## src/rtl/parity_pop_scheduler_pkg.sv

```systemverilog
// parity_pop_scheduler_pkg: shared types and the parity helper for the pop scheduler.
`default_nettype none

package parity_pop_scheduler_pkg;

  typedef enum logic [0:0] {EVEN = 1'b0, ODD = 1'b1} parity_mode_e;
  typedef enum logic [0:0] {MSB = 1'b0, LSB = 1'b1} parity_pos_e;
  typedef enum logic [0:0] {S_EMPTY = 1'b0, S_FULL = 1'b1} sched_state_e;

  // Callers zero-extend their word to this width; padding zeros leave the XOR unchanged.
  localparam int PARITY_MAX_W = 64;

  function automatic logic parity_ok(input logic [PARITY_MAX_W-1:0] word,
                                     input parity_mode_e mode);
    return (^word) == (mode == ODD);
  endfunction

endpackage

`default_nettype wire

```

## src/rtl/parity_pop_scheduler_rr_picker.sv

```systemverilog
// rr_picker: combinational round-robin search for the first set request at or after ptr.
`default_nettype none

module rr_picker #(
  parameter int NUM_SRC = 4,
  parameter int IDX_W   = $clog2(NUM_SRC)
) (
  input  logic [NUM_SRC-1:0] req,
  input  logic [IDX_W-1:0]   ptr,
  output logic               found,
  output logic [IDX_W-1:0]   idx
);

  // Walk offsets from farthest to nearest so the nearest hit is written last and wins.
  always_comb begin
    found = 1'b0;
    idx   = '0;
    for (int i = NUM_SRC - 1; i >= 0; i--) begin
      int j;
      j = int'(ptr) + i;
      if (j >= NUM_SRC) j = j - NUM_SRC;
      if (req[j]) begin
        found = 1'b1;
        idx   = IDX_W'(j);
      end
    end
  end

endmodule

`default_nettype wire

```

## src/rtl/parity_pop_scheduler.sv

```systemverilog
// parity_pop_scheduler: round-robin pops FIFO heads, drops bad-parity words with
// per-source error counts, and registers good payloads for the consumer.
`default_nettype none

module parity_pop_scheduler
  import parity_pop_scheduler_pkg::*;
#(
  parameter int           NUM_SRC           = 4,
  parameter int           DATA_WIDTH        = 8,
  parameter parity_mode_e PARITY_MODE       = EVEN,
  parameter parity_pos_e  PARITY_BIT_CHOICE = MSB,
  parameter int           ERR_CNT_WIDTH     = 16,
  localparam int          IDX_W             = $clog2(NUM_SRC)
) (
  input  logic                             clk_i,
  input  logic                             rst_ni,
  input  logic [NUM_SRC-1:0]               pop_valid_i,
  input  logic [NUM_SRC*DATA_WIDTH-1:0]    pop_data_i,
  output logic [NUM_SRC-1:0]               pop_grant_o,
  output logic                             valid_o,
  output logic [DATA_WIDTH-2:0]            data_o,
  output logic [IDX_W-1:0]                 src_o,
  input  logic                             grant_i,
  input  logic                             err_clr_i,
  output logic [NUM_SRC*ERR_CNT_WIDTH-1:0] err_cnt_o
);

  sched_state_e             r_state;
  logic [DATA_WIDTH-2:0]    r_data;
  logic [IDX_W-1:0]         r_src;
  logic [IDX_W-1:0]         r_ptr;
  logic [ERR_CNT_WIDTH-1:0] r_err_cnt [NUM_SRC];

  logic                     w_found;
  logic [IDX_W-1:0]         w_idx;
  logic                     w_slot_free;
  logic                     w_take;
  logic                     w_good;
  logic                     w_drop;
  logic [DATA_WIDTH-1:0]    w_head;
  logic [DATA_WIDTH-2:0]    w_payload;
  logic [IDX_W-1:0]         w_ptr_next;

  rr_picker #(
    .NUM_SRC (NUM_SRC),
    .IDX_W   (IDX_W)
  ) u_rr_picker (
    .req   (pop_valid_i),
    .ptr   (r_ptr),
    .found (w_found),
    .idx   (w_idx)
  );

  assign w_slot_free = (r_state == S_EMPTY) || grant_i;
  assign w_take      = rst_ni && w_slot_free && w_found;
  assign w_head      = pop_data_i[w_idx*DATA_WIDTH +: DATA_WIDTH];
  assign w_good      = parity_ok(PARITY_MAX_W'(w_head), PARITY_MODE);
  assign w_drop      = w_take && !w_good;
  assign w_payload   = (PARITY_BIT_CHOICE == MSB) ? w_head[DATA_WIDTH-2:0]
                                                  : w_head[DATA_WIDTH-1:1];
  assign w_ptr_next  = (w_idx == IDX_W'(NUM_SRC - 1)) ? '0 : w_idx + IDX_W'(1);

  always_comb begin
    pop_grant_o        = '0;
    pop_grant_o[w_idx] = w_take;
  end

  always_ff @(posedge clk_i) begin
    if (!rst_ni) begin
      r_state <= S_EMPTY;
      r_data  <= '0;
      r_src   <= '0;
      r_ptr   <= '0;
    end else if (w_take) begin
      r_ptr <= w_ptr_next;
      if (w_good) begin
        r_state <= S_FULL;
        r_data  <= w_payload;
        r_src   <= w_idx;
      end else begin
        r_state <= S_EMPTY;
      end
    end else if (w_slot_free) begin
      r_state <= S_EMPTY;
    end
  end

  // Clear wins over a same-cycle drop; counters stick at all-ones.
  always_ff @(posedge clk_i) begin
    for (int k = 0; k < NUM_SRC; k++) begin
      if (!rst_ni || err_clr_i) begin
        r_err_cnt[k] <= '0;
      end else if (w_drop && (w_idx == IDX_W'(k)) && !(&r_err_cnt[k])) begin
        r_err_cnt[k] <= r_err_cnt[k] + ERR_CNT_WIDTH'(1);
      end
    end
  end

  for (genvar k = 0; k < NUM_SRC; k++) begin : g_err_out
    assign err_cnt_o[k*ERR_CNT_WIDTH +: ERR_CNT_WIDTH] = r_err_cnt[k];
  end

  assign valid_o = (r_state == S_FULL);
  assign data_o  = r_data;
  assign src_o   = r_src;

endmodule

`default_nettype wire

```

## config.mk

```make
export PLATFORM = sky130hd
export DESIGN_NAME = parity_pop_scheduler
export DESIGN_NICKNAME = d
export VERILOG_FILES = /design/src/rtl/parity_pop_scheduler_pkg.sv /design/src/rtl/parity_pop_scheduler_rr_picker.sv /design/src/rtl/parity_pop_scheduler.sv
export SDC_FILE = /design/constraint.sdc
export NUM_CORES = 1
export LEC_CHECK = 0
export CORE_AREA = 2 2 102 104
export CTS_CLUSTER_DIAMETER = 150
export DETAILED_ROUTE_END_ITERATION = 6
export DIE_AREA = 0 0 104 106
export GPL_ROUTABILITY_DRIVEN = 0
export PLACE_DENSITY = 0.82
export SLEW_MARGIN = 15
export SYNTH_ARGS = -nofsm -noshare
export SYNTH_HDL_FRONTEND = slang
export SYNTH_SLANG_ARGS = --single-unit
export TNS_END_PERCENT = 100
```

## constraint.sdc

```tcl
create_clock -name clk_i -period 7.85 [get_ports clk_i]
set_input_delay 1.9625 -clock clk_i [delete_from_list [all_inputs] [get_ports clk_i]]
set_output_delay 1.9625 -clock clk_i [all_outputs]
set_load 0.02 [all_outputs]
```

==> results of run 1 <==
==> how the worst max path moves through the flow <==
stage                   startpoint               to  depth (start not counted)
finish              pop_valid_i[1]   pop_grant_o[3]                          8
global route        pop_valid_i[2]   pop_grant_o[3]                          8
CTS                 pop_valid_i[1]   pop_grant_o[1]                          8
detailed placement  pop_valid_i[1]   pop_grant_o[1]                          8
global placement    pop_valid_i[1]   pop_grant_o[1]                          8
floorplan           pop_valid_i[2]  r_err_cnt[0][0]                         12
==> state kept, by name (all words and copies together) (netlist names) <==
name,cells
r_err_cnt,64
src_o,2
r_ptr,2
data_o,7
valid_o,1
==> logic make-up (layout without fill, tap and decap cells) <==
family,count (synthesis),in the layout,share of synthesized area
compound gates,38,38,0.05363
mux,4,4,0.008892
xor+xnor,61,61,0.1248
simple gates,223,223,0.2684
fa+ha+maj,8,8,0.02223
buf+inv,27,147,0.04195
flops,76,76,0.4801
==> layer usage <==
| layer | routed length, um | track usage | vias to the layer above | part of all wire |
|---|---|---|---|---|
| li1 | - | - | 1757 | - |
| met3 | 564 | 0.03188 | 14 | 0.056 |
| met4 | 182 | 0.07432 | 0 | 0.018 |
| met1 | 4473 | 0.2332 | 1689 | 0.44 |
| met2 | 4909 | 0.3102 | 128 | 0.48 |
| met5 | 0 | 0 | - | 0 |
==> area by class of cell <==
cell class	count	area, um2	share of cell area
multi-input cells	334	2157	0.3649
flip-flops and latches	76	2162	0.3658
well taps	136	170.2	0.02879
repair buffers	121	1201	0.2032
inverters	10	37.54	0.006351
clock buffers	10	127.6	0.02159
clock inverters	6	55.05	0.009314
==> tightest hold or removal path: cells and delay by family (launching register included) <==
family | cells | cell delay [ns]
mux | 1 | 0.06
simple gates | 1 | 0.05
flops | 1 | 0.32
==> synth_stat cells, types with 7 or more instances <==
| cell | n | area (um2) |
|---|---|---|
| nor2_4 | 21 | 236.5 |
| xnor2_1 | 23 | 201.4 |
| edfxtp_1 | 64 | 1922 |
| nor2_2 | 9 | 56.30 |
| ha_1 | 8 | 100.1 |
| a21oi_1 | 10 | 50.05 |
| o21ai_0 | 13 | 65.06 |
| inv_1 | 8 | 30.03 |
| nand2_1 | 47 | 176.4 |
| nor2_1 | 52 | 195.2 |
| dfxtp_1 | 12 | 240.2 |
| nand4_1 | 8 | 50.05 |
| and3_1 | 9 | 56.30 |
| xor2_1 | 36 | 315.3 |
| buf_2 | 7 | 35.03 |
| nand3_1 | 43 | 215.2 |
| nor2b_1 | 9 | 56.30 |
==> metrics by stage <==
stage               cell area [um2]    util
floorplan                      4503       -
global placement               5728  0.5728
detailed placement             5728  0.5728
CTS                            5911  0.5911
global route                   5911  0.5911
finish                         5911  0.5911
==> layout by cell type (no fill, tap or decap), drive strengths merged, types with 2 or more instances in the layout <==
cell / netlist / final
nor2: 82 / 82
and3: 9 / 9
nor2b: 9 / 9
nor3: 3 / 3
nand3: 43 / 43
buf: 14 / 4
xor2: 36 / 36
nand4: 8 / 8
ha: 8 / 8
edfxtp: 64 / 64
nor4: 3 / 3
o21ai: 13 / 13
xnor2: 23 / 23
clkbuf: 3 / 10
a22oi: 4 / 4
a21oi: 10 / 10
clkdlybuf4s50: 0 / 117
clkinv: 1 / 5
a221oi: 2 / 2
a32oi: 2 / 2
mux2i: 4 / 4
nor3b: 3 / 3
dfxtp: 12 / 12
nand2: 47 / 47
xnor3: 2 / 2
inv: 9 / 9
a21bo: 2 / 2
or3: 5 / 5
a22o: 2 / 2
and2: 7 / 7
==> power by group <==
group          internal [mW]  switching [mW]
sequential             0.540          0.0906
clock                  0.144           0.145
combinational          0.327           0.461
total                   1.01           0.696
==> out/summary.txt, run 1 <==
outcome: finished, final reports clean
Max FO, Critical Path: 15
CP max stage cell: or4_1
port bufs: 117
clk sink count: 76
cell area after synthesis: 4503 um2
Ports: 118
post-synth cell types: 42
H-tree levels: 3
average via count per standard cell: 5.177
Gate Count Post-Synth: 437
Worst Hold Class: reg -> reg
worst hold slack: 0.4701 ns
final hold vios: 0
FF-to-FF path depth: 10
Buf/Inv on CP: 3
power per cell area: 288.7 nW/um2
dpl ws: 1.186 ns
largest net degree at the start of global routing: 18
dpl cells: 677
layout cells sized above 1: 0.09336
total gr overflow: 0
Peak supply drop: 0.2590 mV
fin crit share: 0.8512
DR vias: 3588
Hold Crit Depth: 2
diodes inserted: 0
fill count: 875
Hold Buf Count CTS: 0
crit path kind: in -> out
WHS Endpoint: data_o[6]
worst setup margin: 1.168 ns
Net count, final: 600
RSZ-0062 raised after global routing: false
row count: 37
Setup TNS: 0 ns
Worst setup SP type: input pin
final wirelength: 10130 um
Post-Layout Cell Count: 693
reg-to-reg endpoint: r_err_cnt[1][15]
setup bufs post-CTS: 0
post_cts resized: 0
Async S/R FF share, synth: 0
initial core utilization: 0.4503
maxcap violations: 0
first-pass GRT wire length: 16440 um
Setup-failing EPs final: 0
DP HPWL: 7505 um
total track usage: 0.1831
worst skew pair latency: 0.35 ns
register area share after synthesis: 0.4801
antenna violations before repair: 0
Pwr Total: 1.707 mW
Core ar.: 10000 um2
Yosys Warn Count: 0
slowest stage delay, CP: 0.64 ns
Static Leak: 2.002 nW
Cell Chain, Critical Path: clkdlybuf4s50_1 > nor2b_1 > or4_1 > and2_4 > inv_2 > ha_1 > and2_1 > clkdlybuf4s50_1
die width: 104 um
Tightest Pin Transition: 1.025 ns
CTS clk-pin slew, worst paths: 0.08 ns
root buffer cell: clkbuf_8
hold path start: data_o[6]
vias in the first global route: 3504
Clock Path Buffers: 2
register-to-register setup slack: 3.64 ns
first drt pass iteration count: 4
area grow syn2layout: 31.26%
post-synthesis register bit count: 76
die area: 11020 um2
Synth Area per Inst: 10.30 um2
skew final: 0.01241 ns
FMAX: 149.7 MHz
Arr. time, crit path: 4.72 ns
Routed WL per cell: 14.62 um
Most Frequent Cell on Critical Path: clkdlybuf4s50_1
delay-heaviest family, CP: buffers and inverters
EDFF count, synth: 64
WP data required: 5.89 ns
DRC: 0
syn nets: 485
Post-DRT Antenna Nets: 0
initial detailed-routing violation count: 178
RR Startpoint: r_ptr[0]
die height: 106 um
Num CTS Buffers: 9
shortest period the worst path allows: 6.682 ns
Pins Over Slew Limit: 0
CP Capture Type: output pin
Rel. slew slack: 0.3167
CTS tree: built
main flop type after synthesis: edfxtp_1
No activity file was read; power rests on OpenSTA's default activity.
==> inputs of run 2 (changes only) <==
- CAP_MARGIN: not set -> 20
- clock period: 7.85 -> 7.03 ns (I/O delays scaled with it)
==> run 2 against run 1 <==
Largest power group unchanged; die area unchanged; clock skew down 0.0056 ns; sequential power up 12%; via count up 1.3%; clock-buffer cell count down 1; hold slack worse by 0.0026 ns.
==> out/summary.txt, run 2 (synthesized netlist as in run 1, its figures left out) <==
fill count: 849
port bufs: 117
initial detailed-routing violation count: 195
CTS tree: built
final wirelength: 10320 um
die area: 11020 um2
area grow syn2layout: 31.34%
antenna violations before repair: 0
number of flip-flops in the largest register: 64
P_sw: 781.1 uW
largest reg by FF count: r_err_cnt
Num CTS Buffers: 9
power per cell area: 316.9 nW/um2
Hold Buf Count CTS: 0
setup bufs post-CTS: 0
die height: 106 um
H-tree levels: 3
Setup TNS: 0 ns
Cell Chain, Critical Path: clkdlybuf4s50_1 > nor2b_1 > or4b_1 > and2_4 > inv_2 > ha_1 > and2_1 > clkdlybuf4s50_1
Pwr Total: 1.874 mW
Clock power frac: 0.152
largest net degree at the start of global routing: 18
Static Leak: 2.004 nW
clk sink count: 76
Pins Over Slew Limit: 0
combinational power share: 0.473
outcome: finished, final reports clean
worst skew pair latency: 0.35 ns
first-pass GRT wire length: 16630 um
delay-heaviest family, CP: buffers and inverters
Max FO, Critical Path: 15
vias in the first global route: 3472
CP Capture Type: output pin
DP HPWL: 7609 um
multi-input logic area: 2157 um2
Arr. time, crit path: 4.49 ns
root buffer cell: clkbuf_8
Core ar.: 10000 um2
final hold vios: 0
DRC: 0
CTS clk-pin slew, worst paths: 0.07 ns
row count: 37
Buf/Inv on CP: 3
WP data required: 5.27 ns
Rel. slew slack: 0.6228
maxcap violations: 0
Seq pwr share: 0.375
Sw Ratio: 0.4167
P_int: 1.093 mW
Worst setup SP type: input pin
skew final: 0.006790 ns
total track usage: 0.1871
Ports: 118
Peak supply drop: 0.3526 mV
slowest stage delay, CP: 0.66 ns
post_cts resized: 0
Routed WL per cell: 14.83 um
commonest non-fill, non-tap cell in the layout: clkdlybuf4s50_1
Post-DRT Antenna Nets: 0
layout cells sized above 1: 0.1000
Worst Hold Class: reg -> reg
Tightest Pin Transition: 0.5614 ns
average via count per standard cell: 5.220
first drt pass iteration count: 5
crit path kind: in -> out
total gr overflow: 0
Most Frequent Cell on Critical Path: clkdlybuf4s50_1
RSZ-0062 raised after global routing: false
Setup-failing EPs final: 0
diodes inserted: 0
most frequent cells in the layout: 117 x clkdlybuf4s50_1, 64 x edfxtp_1, 52 x nor2_1
CP max stage cell: or4b_1
DR vias: 3633
Reg area: 2162 um2
shortest period the worst path allows: 6.252 ns
Net count, final: 604
die width: 104 um
initial core utilization: 0.4503
Clock Path Buffers: 2
FMAX: 160.0 MHz
fin crit share: 0.8893
==> run 2: worst paths after layout <==
| kind | to | slack, ns | cells past startpoint | start |
|---|---|---|---|---|
| max | pop_grant_o[3] | 0.78 | 8 | pop_valid_i[2] |
| min reg2reg | src_o[1] | 0.47 | 2 | src_o[1] |
| min | src_o[1] | 0.47 | 2 | src_o[1] |
| max reg2reg | r_err_cnt[2][7] | 3.21 | 10 | r_ptr[0] |
==> run 2: worst min-delay path, cell delays in order (launching register included) <==
cell and delay, ns:
dfxtp_1 0.32, nand2_1 0.05, o21ai_0 0.06
==> run 2: metrics by stage <==
stage	util	instances	hold WS, ns	worst slack [ns]	area (um2)
final	0.5915	696	0.4675	0.7784	5914
after global routing	0.5915	696	0.4829	0.6863	5914
after CTS	0.5915	696	0.4696	0.7799	5914
after detailed placement	0.5758	681	0.4535	0.7801	5758
after global placement	0.5758	681	0.4491	0.8512	5758
after floorplan	-	437	0.5066	1.298	4503
==> run 2: cell type report <==
cell class,count,share of cell area
Clock buffer,9,0.02094
Clock inverter,6,0.005500
Inverter,10,0.006347
Multi-Input combinational cell,334,0.3647
Sequential cell,76,0.3656
Tap cell,136,0.02877
Timing Repair Buffer,125,0.2082
==> run 2: metal layers <==
| layer | part of all wire | vias to the layer above | GRT usage |
|---|---|---|---|
| met3 | 0.051 | 11 | 0.03863 |
| met1 | 0.45 | 1735 | 0.2441 |
| met5 | 0 | - | 0 |
| li1 | - | 1759 | - |
| met4 | 0.013 | 0 | 0.06950 |
| met2 | 0.49 | 128 | 0.3087 |
==> run 2: power by group through the flow <==
stage	Combinational [mW]	Clock (mW)	Sequential, mW
final	0.886	0.286	0.703
after CTS	0.895	0.291	0.702
after detailed placement	0.891	0	0.710
after global placement	0.869	0	0.706
after floorplan	0.504	0	0.795
after global routing	0.962	0.312	0.719
==> inputs of run 3 (changes only) <==
- CORE_AREA: 2 2 102 104 -> 4 4 104 106
- DIE_AREA: 0 0 104 106 -> 0 0 108 110
- SKIP_LAST_GASP: not set -> 1
- SYNTH_HIERARCHICAL: not set -> 1
==> run 3 against run 2 <==
Wire length is 5.1% lower; area after synthesis is 1.5% lower; core utilization is 1.3 points higher; clock-buffer cell count stayed put; largest cell class unchanged.
==> out/summary.txt, run 3 <==
FMAX: 174.5 MHz
Setup-failing EPs final: 0
Core ar.: 9774 um2
CTS tree: built
top cell type's share of synthesized area: 0.4332
most frequent cells in the layout: 117 x clkdlybuf4s50_1, 64 x edfxtp_1, 56 x nor2_1
Hold Buf Count CTS: 0
Post-DRT Antenna Nets: 0
CTS clk-pin slew, worst paths: 0.08 ns
commonest non-fill, non-tap cell in the layout: clkdlybuf4s50_1
ranking of synthesized cells by area: edfxtp_1 43%, xnor2_1 6.5%, xor2_1 6.1%, nor2_4 6.1%, dfxtp_1 5.4%
Synth Area per Inst: 10.93 um2
Worst Hold Class: reg -> reg
port bufs: 117
area grow syn2layout: 33.25%
main flop type after synthesis: edfxtp_1
clk sink count: 76
initial core utilization: 0.4539
initial detailed-routing violation count: 138
cell area after synthesis: 4437 um2
Layout Utilization: 0.6048
post_cts resized: 0
post-synth cell types: 33
die height: 110 um
Clock Path Buffers: 2
shortest period the worst path allows: 5.732 ns
Net count, final: 579
diodes inserted: 0
Async S/R FF share, synth: 0
worst skew pair latency: 0.35 ns
final hold vios: 0
Ports: 118
layout cells sized above 1: 0.1194
largest net degree at the start of global routing: 17
Static Leak: 1.945 nW
Arr. time, crit path: 3.97 ns
Pins Over Slew Limit: 0
Reg area: 2162 um2
number of flip-flops in the largest register: 64
most numerous cell in the Yosys netlist: edfxtp_1
DP HPWL: 7426 um
Pwr Total: 1.597 mW
register area share after synthesis: 0.4873
wire length on met2: 4890 um
setup bufs post-CTS: 0
antenna violations before repair: 0
CP Capture Type: output pin
outcome: finished, final reports clean
crit path kind: in -> out
DRC: 0
H-tree levels: 3
Routed WL per cell: 14.64 um
Max FO, Critical Path: 16
DR vias: 3343
Yosys top cell by area: edfxtp_1
maxcap violations: 0
Commonest cells post-synth: 64 x edfxtp_1, 56 x nor2_1, 40 x nand3_1
Num CTS Buffers: 9
first drt pass iteration count: 4
root buffer cell: clkbuf_8
Rel. slew slack: 0.5964
wire length on met3: 653 um
total gr overflow: 0
final wirelength: 9797 um
Peak supply drop: 0.1662 mV
Gate Count Post-Synth: 406
RSZ-0062 raised after global routing: false
largest reg by FF count: r_err_cnt
die area: 11880 um2
syn nets: 454
Yosys Warn Count: 6
skew final: 0.01001 ns
Setup TNS: 0 ns
WP data required: 5.27 ns
EDFF count, synth: 64
average via count per standard cell: 4.997
die width: 108 um
highest metal used: met4
power per cell area: 270.2 nW/um2
fin crit share: 0.8153
post-synthesis register bit count: 76
fill count: 834
first-pass GRT wire length: 15640 um
multi-input logic area: 2091 um2
vias in the first global route: 3217
row count: 36
Worst setup SP type: input pin
Tightest Pin Transition: 0.6033 ns
wire length on met1: 4117 um
total track usage: 0.1688
==> run 3: cell count changes after synthesis, sizes merged, moves of 4 or more <==
cell / previous run / this run
a21oi: 10 / 1
a22oi: 4 / 0
xnor2: 23 / 33
nor2: 82 / 86
nand2: 47 / 34
xor2: 36 / 31
mux4: 0 / 8
nor2b: 9 / 1
==> run 3: path summary, 6_finish.rpt <==
path	start	endpoint	slack [ns]	cells past startpoint
setup reg to reg	r_ptr[1]	r_err_cnt[2][5]	3.23	11
setup / recovery	rst_ni	pop_grant_o[2]	1.30	4
hold / removal	src_o[1]	src_o[1]	0.47	2
hold reg to reg	src_o[1]	src_o[1]	0.47	2
==> run 3: power breakdown <==
part           leakage (nW)  internal (mW)  switching, mW
registers             0.815          0.569         0.0737
logic                  1.03          0.271          0.348
clock network        0.0994          0.166          0.170
==> run 3: area by class of cell <==
cell class,count,share of cell area
sequential,76,0.3657
multi-input combinational,305,0.3537
timing repair buffer,127,0.2108
tap,133,0.02815
clock buffer,9,0.02095
clock inverter,7,0.01312
inverter,12,0.007619
==> run 3: cell families (layout without fill, tap and decap cells) <==
family                     Yosys count  after routing  share of synthesized area
DFF                                 76             76                     0.4873
and+or+nand+nor                    203            203                     0.2510
AOI/OAI and AO/OA                   21             21                    0.02764
xor gates and xnor gates            64             64                     0.1263
buffers and inverters               25            155                    0.04145
muxes                                9              9                    0.04371
adders and majority gates            8              8                    0.02256
==> run 3: critical path, stage by stage <==
cell             delay (ns)
clkdlybuf4s50_1        0.81
and3_1                 0.53
and2_1                 0.25
clkdlybuf4s50_1        0.62
==> run 3: routing by layer <==
layer,global-route usage,vias to the layer above
met5,0,-
met4,0.07214,0
met3,0.04135,10
met2,0.2917,99
met1,0.2015,1564
li1,-,1670
==> run 3: per-stage QoR <==
| stage | std cells | worst slack, ns | hold slack, ns | cell area [um2] |
|---|---|---|---|---|
| after floorplan | 406 | 1.713 | 0.4749 | 4437 |
| after CTS | 669 | 1.282 | 0.4700 | 5912 |
| after global routing | 669 | 1.145 | 0.5032 | 5912 |
| final | 669 | 1.298 | 0.4674 | 5912 |
| after global placement | 653 | 1.328 | 0.4463 | 5710 |
| after detailed placement | 653 | 1.287 | 0.4589 | 5710 |
